## src/rtl/bv_pkg.sv

```systemverilog
// Shared constants and helpers for the bit-vector lookup path
// (address mux and match resolve).
package bv_pkg;

  localparam int RESULT_WIDTH_DEF = 64;
  localparam int SRAM_NUM_DEF     = 4;
  localparam int MUX_LAT          = 1;

  function automatic int bv_clog2(input int value);
    int r;
    r = 0;
    for (int i = 0; i < 31; i++) begin
      if ((1 << i) < value) r = i + 1;
    end
    return r;
  endfunction

endpackage

```

## src/rtl/bv_prio_enc.sv

```systemverilog
// Combinational lowest-index priority encoder over a rule bit-vector.
// Bit 0 is the highest priority. The index is 0 when no bit is set.
module bv_prio_enc import bv_pkg::*; #(
  parameter int RESULT_WIDTH  = RESULT_WIDTH_DEF,
  parameter int RULE_ID_WIDTH = bv_clog2(RESULT_WIDTH)
) (
  input  logic [RESULT_WIDTH-1:0]  bv,
  output logic [RULE_ID_WIDTH-1:0] id,
  output logic                     any
);

  // Scan downward so the lowest set bit is the last one written.
  always_comb begin
    id  = '0;
    any = |bv;
    for (int i = RESULT_WIDTH - 1; i >= 0; i--) begin
      if (bv[i]) id = RULE_ID_WIDTH'(i);
    end
  end

endmodule

```

## src/rtl/bv_match_resolve.sv

```systemverilog
// ANDs per-SRAM rule vectors, priority-encodes the winning rule and keeps
// saturating hit/miss statistics. One lookup per clock, no backpressure.
module bv_match_resolve import bv_pkg::*; #(
  parameter int RESULT_WIDTH  = RESULT_WIDTH_DEF,
  parameter int SRAM_NUM      = SRAM_NUM_DEF,
  parameter int SRAM_RD_LAT   = 1,
  parameter int RULE_ID_WIDTH = bv_clog2(RESULT_WIDTH),
  parameter int CNT_WIDTH     = 32
) (
  input  logic                             clk,
  input  logic                             rst_n,
  input  logic                             key_valid_i,
  input  logic [RESULT_WIDTH*SRAM_NUM-1:0] sram_dout_i,
  input  logic                             cnt_clr_i,
  output logic                             match_valid_o,
  output logic                             match_hit_o,
  output logic [RULE_ID_WIDTH-1:0]         match_id_o,
  output logic [RESULT_WIDTH-1:0]          match_bv_o,
  output logic [CNT_WIDTH-1:0]             hit_cnt_o,
  output logic [CNT_WIDTH-1:0]             miss_cnt_o
);

  localparam int DL_LEN = MUX_LAT + SRAM_RD_LAT;

  function automatic logic [CNT_WIDTH-1:0] sat_inc(input logic [CNT_WIDTH-1:0] v);
    return (&v) ? v : v + CNT_WIDTH'(1);
  endfunction

  logic [DL_LEN-1:0]        vld_line;
  logic                     vld_rd;
  logic [RESULT_WIDTH-1:0]  and_bv;
  logic [RESULT_WIDTH-1:0]  bv_p1;
  logic                     vld_p1;
  logic [RULE_ID_WIDTH-1:0] enc_id;
  logic                     enc_any;

  // ---- valid alignment: mux register plus SRAM read latency ----
  always_ff @(posedge clk or negedge rst_n) begin
    if (!rst_n) begin
      vld_line <= '0;
    end else begin
      vld_line <= {vld_line[DL_LEN-2:0], key_valid_i};
    end
  end

  assign vld_rd = vld_line[DL_LEN-1];

  always_comb begin
    and_bv = '1;
    for (int s = 0; s < SRAM_NUM; s++) begin
      and_bv = and_bv & sram_dout_i[RESULT_WIDTH*s +: RESULT_WIDTH];
    end
  end

  // ---- stage A: AND of all slices ----
  always_ff @(posedge clk or negedge rst_n) begin
    if (!rst_n) begin
      vld_p1 <= 1'b0;
    end else begin
      vld_p1 <= vld_rd;
    end
  end

  always_ff @(posedge clk) begin
    if (vld_rd) bv_p1 <= and_bv;
  end

  bv_prio_enc #(
    .RESULT_WIDTH  (RESULT_WIDTH),
    .RULE_ID_WIDTH (RULE_ID_WIDTH)
  ) u_prio_enc (
    .bv  (bv_p1),
    .id  (enc_id),
    .any (enc_any)
  );

  // ---- stage B: encode and register outputs ----
  always_ff @(posedge clk or negedge rst_n) begin
    if (!rst_n) begin
      match_valid_o <= 1'b0;
      match_hit_o   <= 1'b0;
      match_id_o    <= '0;
      match_bv_o    <= '0;
    end else begin
      match_valid_o <= vld_p1;
      if (vld_p1) begin
        match_hit_o <= enc_any;
        match_id_o  <= enc_id;
        match_bv_o  <= bv_p1;
      end
    end
  end

  // ---- statistics: clear takes precedence over the coincident increment ----
  always_ff @(posedge clk or negedge rst_n) begin
    if (!rst_n) begin
      hit_cnt_o  <= '0;
      miss_cnt_o <= '0;
    end else if (cnt_clr_i) begin
      hit_cnt_o  <= '0;
      miss_cnt_o <= '0;
    end else if (match_valid_o) begin
      if (match_hit_o) hit_cnt_o  <= sat_inc(hit_cnt_o);
      else             miss_cnt_o <= sat_inc(miss_cnt_o);
    end
  end

endmodule

```

## config.mk

```make
export PLATFORM = sky130hd
export DESIGN_NAME = bv_match_resolve
export DESIGN_NICKNAME = d
export VERILOG_FILES = /design/src/rtl/bv_pkg.sv /design/src/rtl/bv_prio_enc.sv /design/src/rtl/bv_match_resolve.sv
export SDC_FILE = /design/constraint.sdc
export NUM_CORES = 1
export LEC_CHECK = 0
export BUFFER_PORTS_ARGS = -buffer_cell sky130_fd_sc_hd__clkbuf_2
export CELL_PAD_IN_SITES_DETAIL_PLACEMENT = 1
export CELL_PAD_IN_SITES_GLOBAL_PLACEMENT = 2
export CORE_MARGIN = 3
export CORE_UTILIZATION = 26
export CTS_CLUSTER_DIAMETER = 200
export DETAILED_ROUTE_END_ITERATION = 8
export PLACE_DENSITY = 0.79
export SYNTH_ARGS = -nofsm -noshare
export SYNTH_HDL_FRONTEND = slang
export SYNTH_HIERARCHICAL = 1
export SYNTH_SLANG_ARGS = --single-unit
```

## constraint.sdc

```tcl
create_clock -name clk -period 2.9 [get_ports clk]
set_clock_uncertainty 0.2 [all_clocks]
set_input_delay 0.725 -clock clk [delete_from_list [all_inputs] [get_ports clk]]
set_output_delay 0.725 -clock clk [all_outputs]
set_load 0.05 [all_outputs]
```

## Yosys cells after proc, flatten, opt, wreduce, memory -nomap -nowiden

Cells that the tools add are included.

- Reduce and logical (&&, ||, !) cells: 7
- Multiplexer cells: 72
- Equal/unequal tests: 3
- Add/subtract/negate cells: 2
- Bitwise logic cells: 3

Operators by type and width:

| cell | count |
|---|---|
| $mux W6 | 64 |
| $mux W32 | 8 |
| $and A64 B64 Y64 | 3 |
| $add A32 B1 Y32 const B | 2 |
| $reduce_and A32 Y1 | 2 |
| $reduce_or A64 Y1 | 1 |
| $ne A2 B2 Y1 const B | 3 |
| $reduce_and A3 Y1 | 2 |
| $reduce_bool A2 Y1 | 2 |

- Register bits after elaboration: 203
- Output and inout port bits: 136
- Logic and storage cells: 96

## Depth between registers and ports, before layout

Gate-level depths: netlist (run 1).

- Word-level depth: 64
- Gate-level depth with buffers: 8
- Depth with buffers taken out: 6

## Modules after synthesis

The synthesis (run 1) kept the hierarchy.

Modules (own cells, without submodules):

| module | seq. area each (µm²) | area each (µm²) | cells an instance | instances |
|---|---|---|---|---|
| bv_match_resolve | 5,400.2 | 8,874.8 | 709 | 1 |
| bv_prio_enc | 0.0 | 887.1 | 145 | 1 |

## Least setup slack after synthesis (run 1)

Ideal clock, no wire load.

- Path type: reg-to-reg
- Start point: register hit_cnt_o[0]
- End point: register hit_cnt_o[24]
- Slack: -0.105 ns
- Required time: 2.622 ns
- Path buffers: 1
- Cell stages (with the launch flop): 8
- Arrival time: 2.727 ns
- Setup time: 0.078 ns
- Clock period less this slack: 3.005 ns
- Path through: dfrtp_1 > ha_1 > nand3_1 > or4_4 > or4_1 > buf_2 > or4_1 > a21oi_1

- Word-level cells in the longest chain between the ends: 5
- Elaborated cells between the ends (all ways): 8

Ends and longest elaborated chain:

| item | line | text |
|---|---|---|
| from (decl) | bv_match_resolve.sv:19 | `output logic [CNT_WIDTH-1:0] hit_cnt_o,` |
| from (signal assigned) | bv_match_resolve.sv:103 | `if (match_hit_o) hit_cnt_o <= sat_inc(hit_cnt_o);` |
| $add A32 B1 Y32 | bv_match_resolve.sv:26 | `return (&v) ? v : v + CNT_WIDTH'(1);` |
| $mux W32 | bv_match_resolve.sv:26 |  |
| $mux W32 | bv_match_resolve.sv:103 |  |
| $mux W32 | bv_match_resolve.sv:102 | `end else if (match_valid_o) begin` |
| $mux W32 | bv_match_resolve.sv:99 | `end else if (cnt_clr_i) begin` |

Several ways; a longest one is shown, not always the timed one. The select of a mux whose other input is x is not followed.
A chain may end at the register's enable or synchronous reset.

## Worst setup path in the final report (run 1)

Ends and elaborated chain as after synthesis.

==> results of run 1 <==
## per-stage QoR
stage               total power, W  hold WS (ns)
finish                    0.007764       0.07752
CTS                       0.007899       0.03927
global placement          0.004338        0.1349
floorplan                 0.003867        0.1312
global route              0.008077       0.05820
detailed placement        0.004363        0.1515
## per-layer routing
| layer | global-route usage, % | routed length [um] | up-vias |
|---|---|---|---|
| li1 | - | - | 4168 |
| met1 | 21.21 | 14460 | 4435 |
| met2 | 31.64 | 18450 | 267 |
| met3 | 3.978 | 2213 | 53 |
| met4 | 5.221 | 1188 | 0 |
| met5 | 0 | 0 | - |
## repair_timing
action / 4_1_cts / 5_1_grt
gates resized for setup: 0 / 1
hold buffers: 1 / 0
endpoints found under the setup margin: 0 / 5
endpoints found under the hold margin: 36 / 0
setup buffers: 0 / 0
## power breakdown
part           total, W  leakage (nW)  internal, W  switching (W)
sequential      0.00328          2.42      0.00313       0.000153
combinational   0.00101          2.96     0.000350       0.000663
clock           0.00347         0.451      0.00214        0.00133
## logic make-up (layout without fill, tap and decap cells)
| group | Yosys count | count (layout) |
|---|---|---|
| AND/OR/NAND/NOR | 367 | 367 |
| AO/OA/AOI/OAI | 146 | 146 |
| buffers and inverters | 51 | 491 |
| other | 0 | 2 |
| adder cells (fa/ha/maj) | 2 | 2 |
| XOR/XNOR | 1 | 1 |
| flip-flops | 203 | 203 |
| multiplexers | 84 | 84 |
## final timing paths
kind / from / end / slack [ns] / depth (start not counted)
max: hit_cnt_o[0] / hit_cnt_o[24] / 0.15 / 6
min: key_valid_i / vld_line[0] / 0.08 / 1
max reg2reg: hit_cnt_o[0] / hit_cnt_o[24] / 0.15 / 6
min reg2reg: vld_line[0] / vld_line[1] / 0.16 / 0
max in group asynchronous: rst_n / match_bv_o[42] / 1.37 / 3
min in group asynchronous: rst_n / miss_cnt_o[14] / 0.48 / 2
## area by class of cell
cell class,count,area (um2)
Fill cell,4207,23350
Inverter,19,71.32
Clock buffer,30,685.7
Clock inverter,18,239.0
Antenna cell,2,5.005
Tap cell,468,585.6
Timing Repair Buffer,424,2266
Sequential cell,203,5408
Multi-Input combinational cell,600,4174
## flip-flops by register name, summed over array words and instances (netlist names)
| register | cells |
|---|---|
| match_valid_o | 1 |
| bv_p1 | 64 |
| vld_p1 | 1 |
| vld_line | 2 |
| match_hit_o | 1 |
| miss_cnt_o | 32 |
| match_id_o | 6 |
| hit_cnt_o | 32 |
| match_bv_o | 64 |
## synth_stat cells (7+ instances only)
cell / count
nand2_1: 40
clkbuf_1: 28
nand4_1: 19
o31ai_1: 20
nor4_1: 30
nand3_1: 28
nor2b_1: 17
dfrtp_1: 139
nor3_1: 26
or4_1: 27
nor2_1: 48
nand2b_1: 7
mux2_2: 81
and4_1: 65
or3_1: 33
edfxtp_1: 64
inv_1: 18
a21oi_1: 55
o21ai_0: 35
## worst max-delay path, delay by kind of cell (launching register included)
family	cells	cell delay, ns
DFF	1	0.39
adders and majority gates	1	0.23
and+or+nand+nor	4	1.72
AOI/OAI and AO/OA	1	0.15
==> results.md, run 1 <==
* CTS tree: yes
* Clk sinks at 203
* Crit Path Class: flip-flop to flip-flop
* Area of the mapped netlist at 9762 um2
* CP max stage delay at 0.61 ns
* Initial antenna violation count at 2
* Synth Net Count at 1,116
* Cell Rows at 70
* Synth async-reset ratio at 68.47%
* CP max-delay cell: or4_4
* Final Hold Vio Count at 0
* Total gr overflow at 0
* Seq/Total Area, Yosys at 55.32%
* Final wirelength at 36,310 um
* Hpwl dp at 28,650 um
* Detailed Routing Iterations Pass 1 at 4
* DIE HEIGHT at 199.8 um
* Port Buffers at 395
* Largest family of logic cells by synthesized area: simple AND/OR/NAND/NOR gates
* Number of library cell types mapped by synthesis at 57
* Startpoint types: flip-flop
* Setup-failing EPs final at 0
* Via density at 5.058
* Initial core utilization at 26.54%
* Vias in the first global route at 9,447
* WP data arrival at 3.01 ns
* CTS root buf: clkbuf_16
* Worst vdd ir at 425.1 uV
* Area delta synth->final at 37.62%
* RSZ-0062 raised after global routing: false
* Yosys top cell area share at 35.63%
* GRT Total Usage at 17.63%
* Layout Utilization at 36.52%
* EDFF count, synth at 64
* Syn Inst Count at 854
* Yosys warns at 6
* Commonest non-fill, non-tap cells in the layout: clkbuf_2, dfrtp_1, mux2_2
* Global-route wire length before repair at 54,840 um
* Leakage power at 5.829 nW
* Ys flop type: dfrtp_1
* Setup TNS at 0 ns
* Cells after DPL at 1,713
* Worst EP required at 3.16 ns
* Die Wd at 199.8 um
* Placer Congestion at 0.8685
* Commonest non-fill, non-tap cell in the layout: clkbuf_2
* Post-synthesis compound-gate area fraction at 9.087%
* Pin count of the biggest net entering global routing at 41
* Outcome: finished, final reports clean
* Non-filler cells, final at 1,764
* CP max FO at 10
* Clk_lat worst skew at 0.55 ns
* DR iter-0 viols at 313
* Adder-cell share of the synthesized area at 0.2563%
* Core Region at 36,790 um2
* Seq cells post-synth at 203
* I/O pin cnt at 396
* Total CTS buffers at 26
* Layout Nets at 1,536
* Final Critical Period at 2.749 ns
* Reg clk slew, reported paths at 0.06 ns
* Simple-gate area share of the yosys netlist at 23.55%
* Mapped Avg Cell Area at 11.43 um2
* FMAX at 0.3638 GHz
* CP Capture Type: flip-flop
* Worst rel slew slack at 59.77%
* Worst Max-Slew Pin Slew at 0.6035 ns
* Drt wl/cell at 20.58 um
* Layout cells sized above 1 at 43.59%
* Placed cell areas at 12,490 um2
* Cell taking the most area after synthesis: dfrtp_1
* Fin crit share at 94.78%
* Via count at 8,923
* Fin. max-slew vios at 0
* Number of max-cap violations at 0
* Die area at 39,910 um2
* Most used cell, CP: or4_4
* Xor/xnor cell area share of the yosys netlist at 0.08972%
* DRC viols at 0
* Fin worst setup slack at 0.1513 ns
* Design area at 13,430 um2
* H-tree depth at 1
* Synth top area cells: dfrtp_1, edfxtp_1, mux2_2
* Pwr dens at 578.0 nW/um2
* ANT nets after route at 0
* Multiplexer area fraction after synthesis at 9.690%
* CP cell instances: ha_1, nand3_1, or4_4, or4_4, or4_1, a21oi_1
* HP Class: input pin to flip-flop
* CTS Buffer Depth at 3
* Worst slack, placed at 0.02017 ns
No activity file was read; power rests on OpenSTA's default activity.
==> run 2: changes to the inputs <==
- CELL_PAD_IN_SITES_DETAIL_PLACEMENT: 1 -> default
- CELL_PAD_IN_SITES_GLOBAL_PLACEMENT: 2 -> default
- PLACE_DENSITY: 0.79 -> 0.55
==> results.md, run 2 (synthesis results as in run 1) <==
* Initial core utilization at 26.54% (unchanged)
* Clk sinks at 203 (unchanged)
* CP cell instances: or4_4, nor4_1, o211ai_1, o211ai_1, a21boi_1, mux2_2 (was ha_1, nand3_1, or4_4, or4_4, or4_1, a21oi_1)
* CP max FO at 5 (was 10)
* Number of max-cap violations at 0 (unchanged)
* GRT met2 Usage at 29.42% (was 31.64%)
* DR iter-0 viols at 320 (was 313)
* H-tree depth at 1 (unchanged)
* FMAX at 0.3612 GHz (was 0.3638 GHz)
* CTS root buf: clkbuf_16 (unchanged)
* Worst vdd ir at 517.8 uV (was 425.1 uV)
* Final wirelength at 33,840 um (was 36,310 um)
* Worst Max-Slew Pin Slew at 0.6585 ns (was 0.6035 ns)
* Fin. max-slew vios at 0 (unchanged)
* Via count at 8,718 (was 8,923)
* GR Util met1 at 19.90% (was 21.21%)
* CTS tree: yes (unchanged)
* Core Region at 36,790 um2 (unchanged)
* CP max stage delay at 0.62 ns (was 0.61 ns)
* WP data arrival at 3.00 ns (was 3.01 ns)
* HP Class: input pin to async pin (was input pin to flip-flop)
* Fill cell count at 3,719 (was 4,207)
* Hpwl dp at 26,770 um (was 28,650 um)
* Initial antenna violation count at 2 (unchanged)
* DIE HEIGHT at 199.8 um (unchanged)
* DRC viols at 0 (unchanged)
* Drt wl/cell at 19.28 um (was 20.58 um)
* Startpoint types: flip-flop (unchanged)
* Post-CTS setup buffers at 0 (unchanged)
* Final Hold Vio Count at 0 (unchanged)
* Die Wd at 199.8 um (unchanged)
* Fin crit share at 95.48% (was 94.78%)
* Buf+Inv Stages, Crit Path at 0 (unchanged)
* Port Buffers at 395 (unchanged)
* CP max-delay cell: nor4_1 (was or4_4)
* Commonest non-fill, non-tap cell in the layout: clkbuf_2 (unchanged)
* RSZ-0062 raised after global routing: false (unchanged)
* Crit Path Class: flip-flop to flip-flop (unchanged)
* Worst EP required at 3.13 ns (was 3.16 ns)
* I/O pin cnt at 396 (unchanged)
* Detailed Routing Iterations Pass 1 at 5 (was 4)
* Commonest non-fill, non-tap cells in the layout: clkbuf_2, dfrtp_1, mux2_2 (unchanged)
* Setup-failing EPs final at 0 (unchanged)
* GRT Total Usage at 16.28% (was 17.63%)
* Final Critical Period at 2.769 ns (was 2.749 ns)
* Design area at 13,330 um2 (was 13,430 um2)
* Clk_lat worst skew at 0.54 ns (was 0.55 ns)
* Total CTS buffers at 25 (was 26)
* Pin count of the biggest net entering global routing at 61 (was 41)
* Vias in the first global route at 8,605 (was 9,447)
* Placer Congestion at 0.8133 (was 0.8685)
* Hold_ws at 0.0007939 ns (was 0.07752 ns)
* ANT nets after route at 0 (unchanged)
* Layout Nets at 1,530 (was 1,536)
* Reg clk slew, reported paths at 0.06 ns (about the same)
* Global-route wire length before repair at 50,390 um (was 54,840 um)
* Setup TNS at 0 ns (unchanged)
* CTS Buffer Depth at 3 (unchanged)
* Worst rel slew slack at 55.70% (was 59.77%)
* CP Capture Type: flip-flop (unchanged)
* Biggest regs: bv_p1: 64 flops, match_bv_o: 64 flops (unchanged)
* Most used cell, CP: o211ai_1 (was or4_4)
* Met3 Resource Use GR at 3.709% (was 3.978%)
* Placed cell areas at 12,460 um2 (was 12,490 um2)
* Pwr dens at 563.7 nW/um2 (was 578.0 nW/um2)
* Layout cells sized above 1 at 43.39% (was 43.59%)
* Total gr overflow at 0 (unchanged)
* Via density at 4.968 (was 5.058)
* Crit path max-delay family: simple AND/OR/NAND/NOR gates (unchanged)
* Grt peak-use layer: met2 (unchanged)
* Area delta synth->final at 36.58% (was 37.62%)
* Die area at 39,910 um2 (unchanged)
* Cell Rows at 70 (unchanged)
* Leakage power at 5.771 nW (was 5.829 nW)
* Outcome: finished, final reports clean (unchanged)
run 2: cell types whose count changed in the layout (fill, tap and decap cells not counted), sizes merged:
cell and change:
clkinv -9, clkbuf +8, buf -4, bufinv -2, clkinvlp +1, diode -1, dlygate4sd3 -1, inv -1
run 2: layer usage:
metal	up-vias	share of wire, %
met5	-	0
met4	0	2.3
met3	38	6.3
met2	286	51
met1	4245	40
li1	4149	-
run 2: worst paths after layout:
kind	from	endpoint	slack, ns	cells after the start
max	bv_p1[15]	match_id_o[2]	0.13	6
min	rst_n	miss_cnt_o[8]	0.0008	1
max reg2reg	bv_p1[15]	match_id_o[2]	0.13	6
min reg2reg	vld_line[0]	vld_line[1]	0.15	0
max in group asynchronous	rst_n	miss_cnt_o[17]	1.84	2
min in group clk	key_valid_i	vld_line[0]	0.11	1
run 2: worst register-to-register path: stages (launching register included):
cell and delay, ns:
edfxtp_1 0.45, or4_4 0.59, nor4_1 0.62, o211ai_1 0.28
o211ai_1 0.18, a21boi_1 0.08, mux2_2 0.26
run 2: power by group:
part	switching, W	total (W)	internal, W
clock	0.00120	0.00324	0.00204
combinational	0.000639	0.000984	0.000345
sequential	0.000166	0.00329	0.00313
total	0.00201	0.00752	0.00551
run 2: repair_timing:
item	in CTS	in global routing
resized for setup	0	1
setup endpoints to repair	0	2
hold buffers	0	0
run 2: area by class of cell:
type / count / area (um2) / share of cell area, %
Sequential cell: 203 / 5410 / 40.58
Multi-Input combinational cell: 600 / 4174 / 31.31
Timing Repair Buffer: 419 / 2226 / 16.69
Clock buffer: 38 / 747.0 / 5.602
Tap cell: 468 / 585.6 / 4.392
Clock inverter: 7 / 116.4 / 0.8727
Inverter: 19 / 71.32 / 0.5349
Antenna cell: 1 / 2.502 / 0.01877
run 2: metrics by stage:
step / utilization [%] / worst slack, ns / std cells / total power, W
CTS: 36.23 / 0.09137 / 1754 / 0.007648
finish: 36.24 / 0.1312 / 1755 / 0.007516
detailed placement: 33.88 / 0.1072 / 1709 / 0.004346
floorplan: - / 0.05369 / 854 / 0.003867
global placement: 33.88 / 0.1303 / 1709 / 0.004330
global route: 36.24 / 0.08642 / 1755 / 0.007826
==> run 3: changes to the inputs <==
- clock period: 2.9 -> 3.5 ns (I/O delays scaled with it)
==> results.md, run 3 (synthesis results as in run 1) <==
* Area delta synth->final at 35.27% (was 36.58%)
* H-tree depth at 1 (unchanged)
* Reg clk slew, reported paths at 0.06 ns (about the same)
* DR iter-0 viols at 362 (was 320)
* Global-route wire length before repair at 49,650 um (was 50,390 um)
* Crit Path Class: flip-flop to flip-flop (unchanged)
* Layout cells sized above 1 at 42.78% (was 43.39%)
* Placed cell areas at 12,340 um2 (was 12,460 um2)
* GRT Total Usage at 15.89% (was 16.28%)
* Final Critical Period at 2.870 ns (was 2.769 ns)
* Multi-input gate area at 4170 um2 (was 4174 um2)
* Drt wl/cell at 18.90 um (was 19.28 um)
* HP Class: input pin to async pin (unchanged)
* Setup-failing EPs final at 0 (unchanged)
* Met2 wire len at 16,550 um (was 17,320 um)
* Cell Rows at 70 (unchanged)
* FMAX at 0.3484 GHz (was 0.3612 GHz)
* Setup TNS at 0 ns (unchanged)
* DIE HEIGHT at 199.8 um (unchanged)
* # hold bufs at CTS at 0 (unchanged)
* RSZ-0062 raised after global routing: false (unchanged)
* Total gr overflow at 0 (unchanged)
* Core Region at 36,790 um2 (unchanged)
* Metal3 WL at 2065 um (was 2137 um)
* Clk_lat worst skew at 0.54 ns (about the same)
* Placer Congestion at 0.8727 (was 0.8133)
* Number of max-cap violations at 0 (unchanged)
* CTS root buf: clkbuf_16 (unchanged)
* Final wirelength at 32,920 um (was 33,840 um)
* CP max FO at 10 (was 5)
* Die area at 39,910 um2 (unchanged)
* DRC viols at 0 (unchanged)
* Worst Max-Slew Pin Slew at 1.088 ns (was 0.6585 ns)
* Reg area at 5405 um2 (was 5410 um2)
* Design area at 13,210 um2 (was 13,330 um2)
* Worst rel slew slack at 26.72% (was 55.70%)
* Pwr dens at 473.0 nW/um2 (was 563.7 nW/um2)
* Uppermost layer routed: met4 (unchanged)
* M1 wire length at 13,670 um (was 13,600 um)
* # resized after CTS at 0 (unchanged)
* Final Hold Vio Count at 0 (unchanged)
* Hpwl dp at 25,660 um (was 26,770 um)
* Pin count of the biggest net entering global routing at 73 (was 61)
* Post-CTS setup buffers at 0 (unchanged)
* CTS Buffer Depth at 3 (unchanged)
* Leakage power at 5.718 nW (was 5.771 nW)
* Worst EP required at 3.75 ns (was 3.13 ns)
* Port Buffers at 395 (unchanged)
* Startpoint types: flip-flop (unchanged)
* Via density at 4.965 (was 4.968)
* Initial antenna violation count at 0 (was 2)
* Via count at 8,649 (was 8,718)
* N_diodes at 0 (was 1)
* CTS tree: yes (unchanged)
* ANT nets after route at 0 (unchanged)
* Vias in the first global route at 8,541 (was 8,605)
* Layout Nets at 1,518 (was 1,530)
* Outcome: finished, final reports clean (unchanged)
* Layout Utilization at 35.90% (was 36.24%)
* Commonest non-fill, non-tap cell in the layout: clkbuf_2 (unchanged)
* Detailed Routing Iterations Pass 1 at 4 (was 5)
* I/O pin cnt at 396 (unchanged)
* Fill cell count at 3,735 (was 3,719)
* WP data arrival at 3.12 ns (was 3.00 ns)
* Clk sinks at 203 (unchanged)
* Worst vdd ir at 309.2 uV (was 517.8 uV)
* Biggest regs: bv_p1: 64 flops, match_bv_o: 64 flops (unchanged)
* Fin crit share at 82.00% (was 95.48%)
* Total CTS buffers at 26 (was 25)
* Die Wd at 199.8 um (unchanged)
* Commonest non-fill, non-tap cells in the layout: clkbuf_2, dfrtp_1, mux2_2 (unchanged)
* CP Capture Type: flip-flop (unchanged)
* Initial core utilization at 26.54% (unchanged)
* Fin. max-slew vios at 0 (unchanged)
[run 3: cell types whose count changed in the layout (fill, tap and decap cells not counted), moves of 2 or more]
cell,previous run,this run
buf_12,5,3
buf_4,19,8
clkbuf_1,8,2
clkinv_1,1,5
clkinv_2,2,4
dfrtp_1,135,137
[run 3: cell type report]
type	count	area share, %
flip-flops and latches	203	40.93
repair buffers	406	15.93
well taps	468	4.434
clock buffers	32	5.401
clock inverters	14	1.184
inverters	19	0.5401
multi-input cells	600	31.58
[run 3: worst max-delay path, stage by stage, from the launching register on]
cell     delay [ns]
dfrtp_1        0.40
ha_1           0.21
nand3_1        0.15
or4_4          0.53
or4_1          0.70
or4_1          0.44
a21oi_1        0.16
[run 3: through the flow]
step	power [W]	hold WS, ns	cells	worst slack, ns
floorplan	0.003204	0.1312	854	0.4952
global placement	0.003580	0.1344	1696	0.6093
detailed placement	0.003592	0.1365	1696	0.5623
CTS	0.006346	0.1289	1742	0.5525
global route	0.006504	0.1692	1742	0.3169
finish	0.006246	0.1404	1742	0.6300
[run 3: layer usage]
layer	up-vias	track usage, %
met2	278	27.84
met1	4188	20.45
li1	4145	-
met3	38	3.105
met4	0	3.567
met5	-	0
[run 3: power by group]
part / internal [W] / total, W / switching [W]
Sequential: 0.00259 / 0.00272 / 0.000134
Combinational: 0.000280 / 0.000808 / 0.000527
Clock: 0.00166 / 0.00271 / 0.00106
Total: 0.00453 / 0.00625 / 0.00172
[run 3: final timing paths]
kind / from / end / slack, ns / cells after the start
worst max register to register: hit_cnt_o[0] / hit_cnt_o[24] / 0.63 / 6
min in group clk: vld_line[0] / vld_line[1] / 0.15 / 0
worst min-delay path: rst_n / miss_cnt_o[28] / 0.14 / 1
max in group asynchronous: rst_n / hit_cnt_o[8] / 2.15 / 2
worst max-delay path: hit_cnt_o[0] / hit_cnt_o[24] / 0.63 / 6
worst min register to register: vld_line[0] / vld_line[1] / 0.15 / 0
